## config.mk

```make
export PLATFORM = sky130hd
export DESIGN_NAME = uart_periph_flat
export DESIGN_NICKNAME = d
export VERILOG_FILES = /design/src/rtl/uart_periph_if.sv /design/src/rtl/uart_periph.sv /design/src/flat_wrapper.sv
export SDC_FILE = /design/constraint.sdc
export NUM_CORES = 1
export LEC_CHECK = 0
export ABC_AREA = 1
export CORE_MARGIN = 3
export CORE_UTILIZATION = 30
export CTS_CLUSTER_SIZE = 20
export DETAILED_ROUTE_END_ITERATION = 7
export PLACE_DENSITY = 0.62
export REMOVE_ABC_BUFFERS = 1
export SYNTH_ARGS = -nofsm -noshare
export SYNTH_HDL_FRONTEND = slang
export SYNTH_SLANG_ARGS = --single-unit
```

## constraint.sdc

```tcl
create_clock -name clk -period 4.95 [get_ports clk]
set_clock_uncertainty 0.05 [all_clocks]
set_input_delay 0.495 -clock clk [delete_from_list [all_inputs] [get_ports clk]]
set_output_delay 0.495 -clock clk [all_outputs]
set_load 0.02 [all_outputs]
```

## src/rtl/uart_periph_if.sv

```systemverilog
// CPU-side register bus of the UART peripheral: read/write strobes, byte
// address, write data and combinational read data.
interface uart_periph_if;
  logic        rd;
  logic        wr;
  logic [31:0] addr;
  logic [31:0] wdata;
  logic [31:0] rdata;

  modport master (output rd, wr, addr, wdata, input rdata);
  modport slave  (input rd, wr, addr, wdata, output rdata);
endinterface

```

## src/rtl/uart_periph.sv

```systemverilog
// Memory-mapped 8N1 UART: TXD/RXD/CON word registers, a transmit FSM and a
// receive FSM with start-bit glitch rejection, sharing one bit-period setting.
module uart_periph #(
  parameter int CLKS_PER_BIT = 5208
) (
  input  logic         clk,
  input  logic         reset,
  uart_periph_if.slave bus,
  input  logic         rx,
  output logic         tx
);

  typedef enum logic [1:0] {S_IDLE, S_START, S_DATA, S_STOP} state_t;

  localparam logic [29:0] A_TXD = 30'h1000_0006;  // 0x40000018
  localparam logic [29:0] A_RXD = 30'h1000_0007;  // 0x4000001C
  localparam logic [29:0] A_CON = 30'h1000_0008;  // 0x40000020
  localparam logic [15:0] LAST  = 16'(CLKS_PER_BIT - 1);
  localparam logic [15:0] HALF  = 16'(CLKS_PER_BIT / 2 - 1);

  logic [7:0]  txd, rxd;
  logic        tx_en, rx_en, tx_done, rx_ready, tx_pending;
  state_t      tx_state, rx_state;
  logic [15:0] tx_cnt, rx_cnt;
  logic [7:0]  tx_shift, rx_shift;
  logic [2:0]  tx_bit, rx_bit;
  logic        rx_meta, rx_sync, rx_prev;

  logic sel_txd, sel_rxd, sel_con, wr_txd, wr_con;
  logic tx_load, tx_end, rx_ok;
  logic unused_bits;

  assign sel_txd = (bus.addr[31:2] == A_TXD);
  assign sel_rxd = (bus.addr[31:2] == A_RXD);
  assign sel_con = (bus.addr[31:2] == A_CON);
  assign wr_txd  = bus.wr && sel_txd;
  assign wr_con  = bus.wr && sel_con;

  assign tx_load = (tx_state == S_IDLE) && tx_en && tx_pending;
  assign tx_end  = (tx_state == S_STOP) && (tx_cnt == LAST);
  assign rx_ok   = (rx_state == S_STOP) && (rx_cnt == LAST) && rx_sync && rx_en;

  assign unused_bits = ^{bus.wdata[31:8], bus.addr[1:0]};

  // NOTE: every signal assigned in always_comb gets a default first, so no path leaves it unassigned and no latch is inferred.
  always_comb begin
    bus.rdata = 32'h0;
    if (bus.rd) begin
      if (sel_txd)      bus.rdata = {24'h0, txd};
      else if (sel_rxd) bus.rdata = {24'h0, rxd};
      else if (sel_con) bus.rdata = {28'h0, rx_ready, tx_done, rx_en, tx_en};
    end
  end

  // Register file. Hardware sets come after the CON write so they win on a shared edge.
  // NOTE: sequential state uses non-blocking assignments only; later assignments in the block take priority.
  always_ff @(posedge clk or posedge reset) begin
    if (reset) begin
      txd        <= 8'h0;
      rxd        <= 8'h0;
      tx_en      <= 1'b0;
      rx_en      <= 1'b0;
      tx_done    <= 1'b0;
      rx_ready   <= 1'b0;
      tx_pending <= 1'b0;
    end else begin
      if (wr_txd) begin
        txd        <= bus.wdata[7:0];
        tx_pending <= 1'b1;
      end else if (tx_load) begin
        tx_pending <= 1'b0;
      end
      if (wr_con) begin
        tx_en    <= bus.wdata[0];
        rx_en    <= bus.wdata[1];
        tx_done  <= tx_done & bus.wdata[2];
        rx_ready <= rx_ready & bus.wdata[3];
      end
      if (tx_end) tx_done <= 1'b1;
      if (rx_ok) begin
        rxd      <= rx_shift;
        rx_ready <= 1'b1;
      end
    end
  end

  // Transmit FSM; tx is registered so it never glitches and resets high asynchronously.
  always_ff @(posedge clk or posedge reset) begin
    if (reset) begin
      tx_state <= S_IDLE;
      tx_cnt   <= 16'h0;
      tx_shift <= 8'h0;
      tx_bit   <= 3'd0;
      tx       <= 1'b1;
    end else begin
      case (tx_state)
        S_IDLE: begin
          tx <= 1'b1;
          if (tx_load) begin
            tx_shift <= txd;
            tx_cnt   <= 16'h0;
            tx       <= 1'b0;
            tx_state <= S_START;
          end
        end
        S_START: begin
          if (tx_cnt == LAST) begin
            tx_cnt   <= 16'h0;
            tx_bit   <= 3'd0;
            tx       <= tx_shift[0];
            tx_state <= S_DATA;
          end else begin
            tx_cnt <= tx_cnt + 16'd1;
          end
        end
        S_DATA: begin
          if (tx_cnt == LAST) begin
            tx_cnt <= 16'h0;
            if (tx_bit == 3'd7) begin
              tx       <= 1'b1;
              tx_state <= S_STOP;
            end else begin
              tx_bit   <= tx_bit + 3'd1;
              tx_shift <= {1'b0, tx_shift[7:1]};
              tx       <= tx_shift[1];
            end
          end else begin
            tx_cnt <= tx_cnt + 16'd1;
          end
        end
        S_STOP: begin
          if (tx_cnt == LAST) begin
            tx_cnt   <= 16'h0;
            tx_state <= S_IDLE;
          end else begin
            tx_cnt <= tx_cnt + 16'd1;
          end
        end
        default: tx_state <= S_IDLE;
      endcase
    end
  end

  // Two-flop synchronizer plus one delayed copy for falling-edge detection.
  always_ff @(posedge clk or posedge reset) begin
    if (reset) begin
      rx_meta <= 1'b1;
      rx_sync <= 1'b1;
      rx_prev <= 1'b1;
    end else begin
      rx_meta <= rx;
      rx_sync <= rx_meta;
      rx_prev <= rx_sync;
    end
  end

  // Receive FSM: samples mid-bit; re-arms only on a fresh falling edge.
  always_ff @(posedge clk or posedge reset) begin
    if (reset) begin
      rx_state <= S_IDLE;
      rx_cnt   <= 16'h0;
      rx_shift <= 8'h0;
      rx_bit   <= 3'd0;
    end else begin
      case (rx_state)
        S_IDLE: begin
          if (rx_prev && !rx_sync) begin
            rx_cnt   <= 16'h0;
            rx_state <= S_START;
          end
        end
        S_START: begin
          if (rx_cnt == HALF) begin
            rx_cnt   <= 16'h0;
            rx_bit   <= 3'd0;
            rx_state <= rx_sync ? S_IDLE : S_DATA;
          end else begin
            rx_cnt <= rx_cnt + 16'd1;
          end
        end
        S_DATA: begin
          if (rx_cnt == LAST) begin
            rx_cnt   <= 16'h0;
            rx_shift <= {rx_sync, rx_shift[7:1]};
            if (rx_bit == 3'd7) rx_state <= S_STOP;
            else                rx_bit   <= rx_bit + 3'd1;
          end else begin
            rx_cnt <= rx_cnt + 16'd1;
          end
        end
        S_STOP: begin
          if (rx_cnt == LAST) begin
            rx_cnt   <= 16'h0;
            rx_state <= S_IDLE;
          end else begin
            rx_cnt <= rx_cnt + 16'd1;
          end
        end
        default: rx_state <= S_IDLE;
      endcase
    end
  end

endmodule

```

## src/flat_wrapper.sv

```systemverilog
// flat-port wrapper written by rule: the top's interface ports become plain ports
module uart_periph_flat 
#(
  parameter int CLKS_PER_BIT = 5208
)
  (clk, reset, rx, tx, bus_rd, bus_wr, bus_addr, bus_wdata, bus_rdata);
  uart_periph_if bus_i ();
  input  logic clk;
  input  logic reset;
  input  logic rx;
  output logic tx;
  input wire logic [$bits(bus_i.rd)-1:0] bus_rd;
  input wire logic [$bits(bus_i.wr)-1:0] bus_wr;
  input wire logic [$bits(bus_i.addr)-1:0] bus_addr;
  input wire logic [$bits(bus_i.wdata)-1:0] bus_wdata;
  output wire logic [$bits(bus_i.rdata)-1:0] bus_rdata;
  assign bus_i.rd = bus_rd;
  assign bus_i.wr = bus_wr;
  assign bus_i.addr = bus_addr;
  assign bus_i.wdata = bus_wdata;
  assign bus_rdata = bus_i.rdata;
  uart_periph #(.CLKS_PER_BIT(CLKS_PER_BIT)) u_core (.clk(clk), .reset(reset), .bus(bus_i), .rx(rx), .tx(tx));
endmodule
```

==> impl_metrics.csv <==
group,metric,value,unit
synthesis,synth.top_cell.area_share,0.390,
cells_and_area,ff_latch_area,0.00208,mm^2
worst_setup_path,crit_arrival,2.97,ns
place,dp_hpwl,8.13,mm
power_and_ir_drop,power-per-cell-area,275,mW/mm^2
worst_setup_path,critPathCaptureType,"output pin",
sta,grt_setup_unrepaired,"no",
global_routing,grt_pass1_wl,18.4,mm
worst_setup_path,crit_type,"in2out",
min_path,whs_path_cells,0,
sta,hold_ws,0.306,ns
worst_setup_path,worst_ep_required_time,4.41,ns
synthesis,ys_dominant_reg_cell,"dfrtp_1",
drt,vias_per_std_cell,4.44,
global_routing,grt_start_max_net_pins,44,
sta,slew_headroom,0.535,
sta,final-hold-violation-count,0,
clocking,cts_made_buffers,9,
die,design.die.area,0.0185,mm^2
clocking,cts_tree,"yes",
synthesis,ys_seq_elements,83,
clocking,cts_repair_resize_count,0,
power_and_ir_drop,peakVddDrop,0.152,mV
synthesis,synth_cell_types,36,
clocking,htreeDepth,3,
sta,fmax,284,MHz
synthesis,synth_top_cell_by_area,"dfrtp_1",
die,starting_density_of_the_core,0.312,
place,count_of_port_buffers_added_during_placement,51,
drt,first_pass_iteration_count_of_the_detailed_router,4,
synthesis,synth_sequential_area_ratio,0.411,
sta,timing.final.ws_setup,1.43,ns
cells_and_area,finalNetCount,791,
global_routing,grt_antenna_before_repair,0,
clocking,clk_root_buffer_cell,"clkbuf_16",
drt,wire_length_per_cell,11.7,um
clocking,postCtsSetupRepairBufs,0,
drt,routed-via-count,4139,
cells_and_area,area_delta_synth_final,18.4,%
synthesis,ys_top_cells_by_area,"dfrtp_1 39%, nand2_1 12%, inv_1 6.1%",
sta,maxSlewViolCount,0,
worst_setup_path,startpoint_type,"primary input",
die,placeableCoreArea,0.0162,mm^2
clocking,cts-root-to-sink-buffers,2,
die,io-pin-count,102,
min_path,min-delay-start,"u_core.rx_meta",
worst_setup_path,setup.worst_path.start,"bus_addr[17]",
sta,totalNegativeSetupSlack,0,ns
drt,detail_route.iter0.violations,289,
sta,final-setup-viol-count,0,
min_path,hold_path_class,"reg2reg",
die,floorplan.die.width,136,um
synthesis,syn-cell-area,0.00507,mm^2
sta,min_period_over_period,0.711,
cells_and_area,antenna-diode-count,0,
synthesis,count_of_mapped_cells_out_of_synthesis,662,
cells_and_area,post_route_cells_drive_above_1_share,0.117,
cells_and_area,fill_cell_total_of_the_finished_layout,1710,
place,place_inst,916,
die,row_count,46,
synthesis,number_of_enable_type_register_cells_in_the_synthesized_netlist,0,
drt,postRouteAntennaNets,0,
synthesis,asyncSetResetFlopFracSynth,1.00,
cells_and_area,multi_input_comb_area,0.00245,mm^2
clocking,clock_sinks,83,
sta,period_needed,3.52,ns
clocking,cts_hold_buf,0,
job,drv_cap,0,
power_and_ir_drop,total_power,0.00165,W
synthesis,yosys_warnings,0,
drt,routed_wl,10.9,mm
clocking,clock_latency,0.34,ns
outcome,result_of_the_run,"finished clean",
global_routing,grt.overflow.total,0,
die,die-height,136,um
place,routabilityCongestion,0.834,
global_routing,grt_util_all_layers,0.121,
place,dpl_worst_slack,1.42,ns
worst_setup_path,worst-r2r-cell-count,7,
worst_setup_path,path_max_fanout,14,
sta,worstMarginPinSlew,0.698,ns
global_routing,first_global_vias,3923,
clocking,path_clk_slew,0.06,ns
synthesis,postSynthAreaPerCell,7.65,um^2
drt,drt_drc_violations_left,0,
worst_setup_path,worstReg2RegStart,"u_core.tx_state[0]",
cells_and_area,layout.cells.non_filler,932,
power_and_ir_drop,power_leakage,2.73,nW
==> worst max-delay path, cell delays in order <==
cell and delay (ns):
clkdlybuf4s50_1 0.40, nor2_1 0.10, nand2_1 0.06, nor2_1 0.52
and2_2 0.43, nand2_4 0.13, nand3_1 0.11, nand2_1 0.06
inv_1 0.05, clkdlybuf4s50_1 0.62
==> synthesized netlist by cell type, types with 11 or more instances <==
master and count:
ha_1 11, inv_1 83, dfrtp_1 79, nand4_1 25, nand3_1 58, buf_4 26, nor2_2 12, o22ai_1 11
nor2_1 56, nand2_1 156, o21ai_2 24, o21ai_0 39
==> final timing paths <==
kind | endpoint | slack, ns
worst min register to register | u_core.rx_sync | 0.31
min in group asynchronous | u_core.rx_cnt[10] | 0.51
worst max-delay path | bus_rdata[0] | 1.43
max in group asynchronous | u_core.tx | 3.35
worst min-delay path | u_core.rx_sync | 0.31
worst max register to register | u_core.tx_shift[6] | 2.81
==> state kept, by name, summed over array words and instances (netlist names), 2 cells and up, named ones only <==
name             cells
u_core.rx_bit        3
u_core.rx_cnt       16
u_core.rx_shift      8
u_core.rxd           8
u_core.tx_bit        3
u_core.tx_cnt       16
u_core.tx_shift      8
u_core.tx_state      2
u_core.txd           8
==> cell families after synthesis <==
family | Yosys count | share of synthesized area
simple gates | 337 | 0.307
buf+inv | 128 | 0.123
xor+xnor | 10 | 0.0173
fa+ha+maj | 11 | 0.0272
compound gates | 91 | 0.112
flops | 83 | 0.411
other cells | 1 | 0.000740
mux | 1 | 0.00198
==> where the power goes <==
part	internal [W]	switching (W)	total, W
clock network	0.000462	0.000287	0.000749
logic	0.0000618	0.000119	0.000181
registers	0.000695	0.0000227	0.000718
total	0.00122	0.000429	0.00165
==> metal layers <==
metal | vias up | routed length [um] | track usage
li1 | 2192 | - | -
met1 | 1885 | 5260 | 0.160
met2 | 49 | 5230 | 0.198
met3 | 13 | 262 | 0.0255
met4 | 0 | 151 | 0.0426
met5 | - | 0 | 0
==> area by class of cell <==
cell class / count / share of cell area
Clock buffer: 10 / 0.0398
Clock inverter: 6 / 0.0161
Inverter: 91 / 0.0578
Multi-Input combinational cell: 474 / 0.408
Sequential cell: 83 / 0.347
Tap cell: 216 / 0.0450
Timing Repair Buffer: 52 / 0.0863
==> metrics by stage <==
stage,utilization,area [um^2]
after floorplan,-,4870
after global placement,0.349,5660
after detailed placement,0.349,5660
after CTS,0.370,6000
after global routing,0.370,6000
final,0.370,6000
==> cell usage in the layout (no fill, tap or decap), drive strengths merged, types with 4 or more instances in the layout <==
cell,synthesis,final
nand2,166,166
inv,90,91
dfrtp,79,79
o21ai,72,72
nor2,71,71
nand3,60,60
clkdlybuf4s50,0,51
nand4,25,25
conb,1,24
o22ai,11,11
ha,11,11
nor3,11,11
xor2,10,10
clkbuf,2,10
a21oi,5,5
dfstp,4,4
Power figures use the tool's default switching activity.
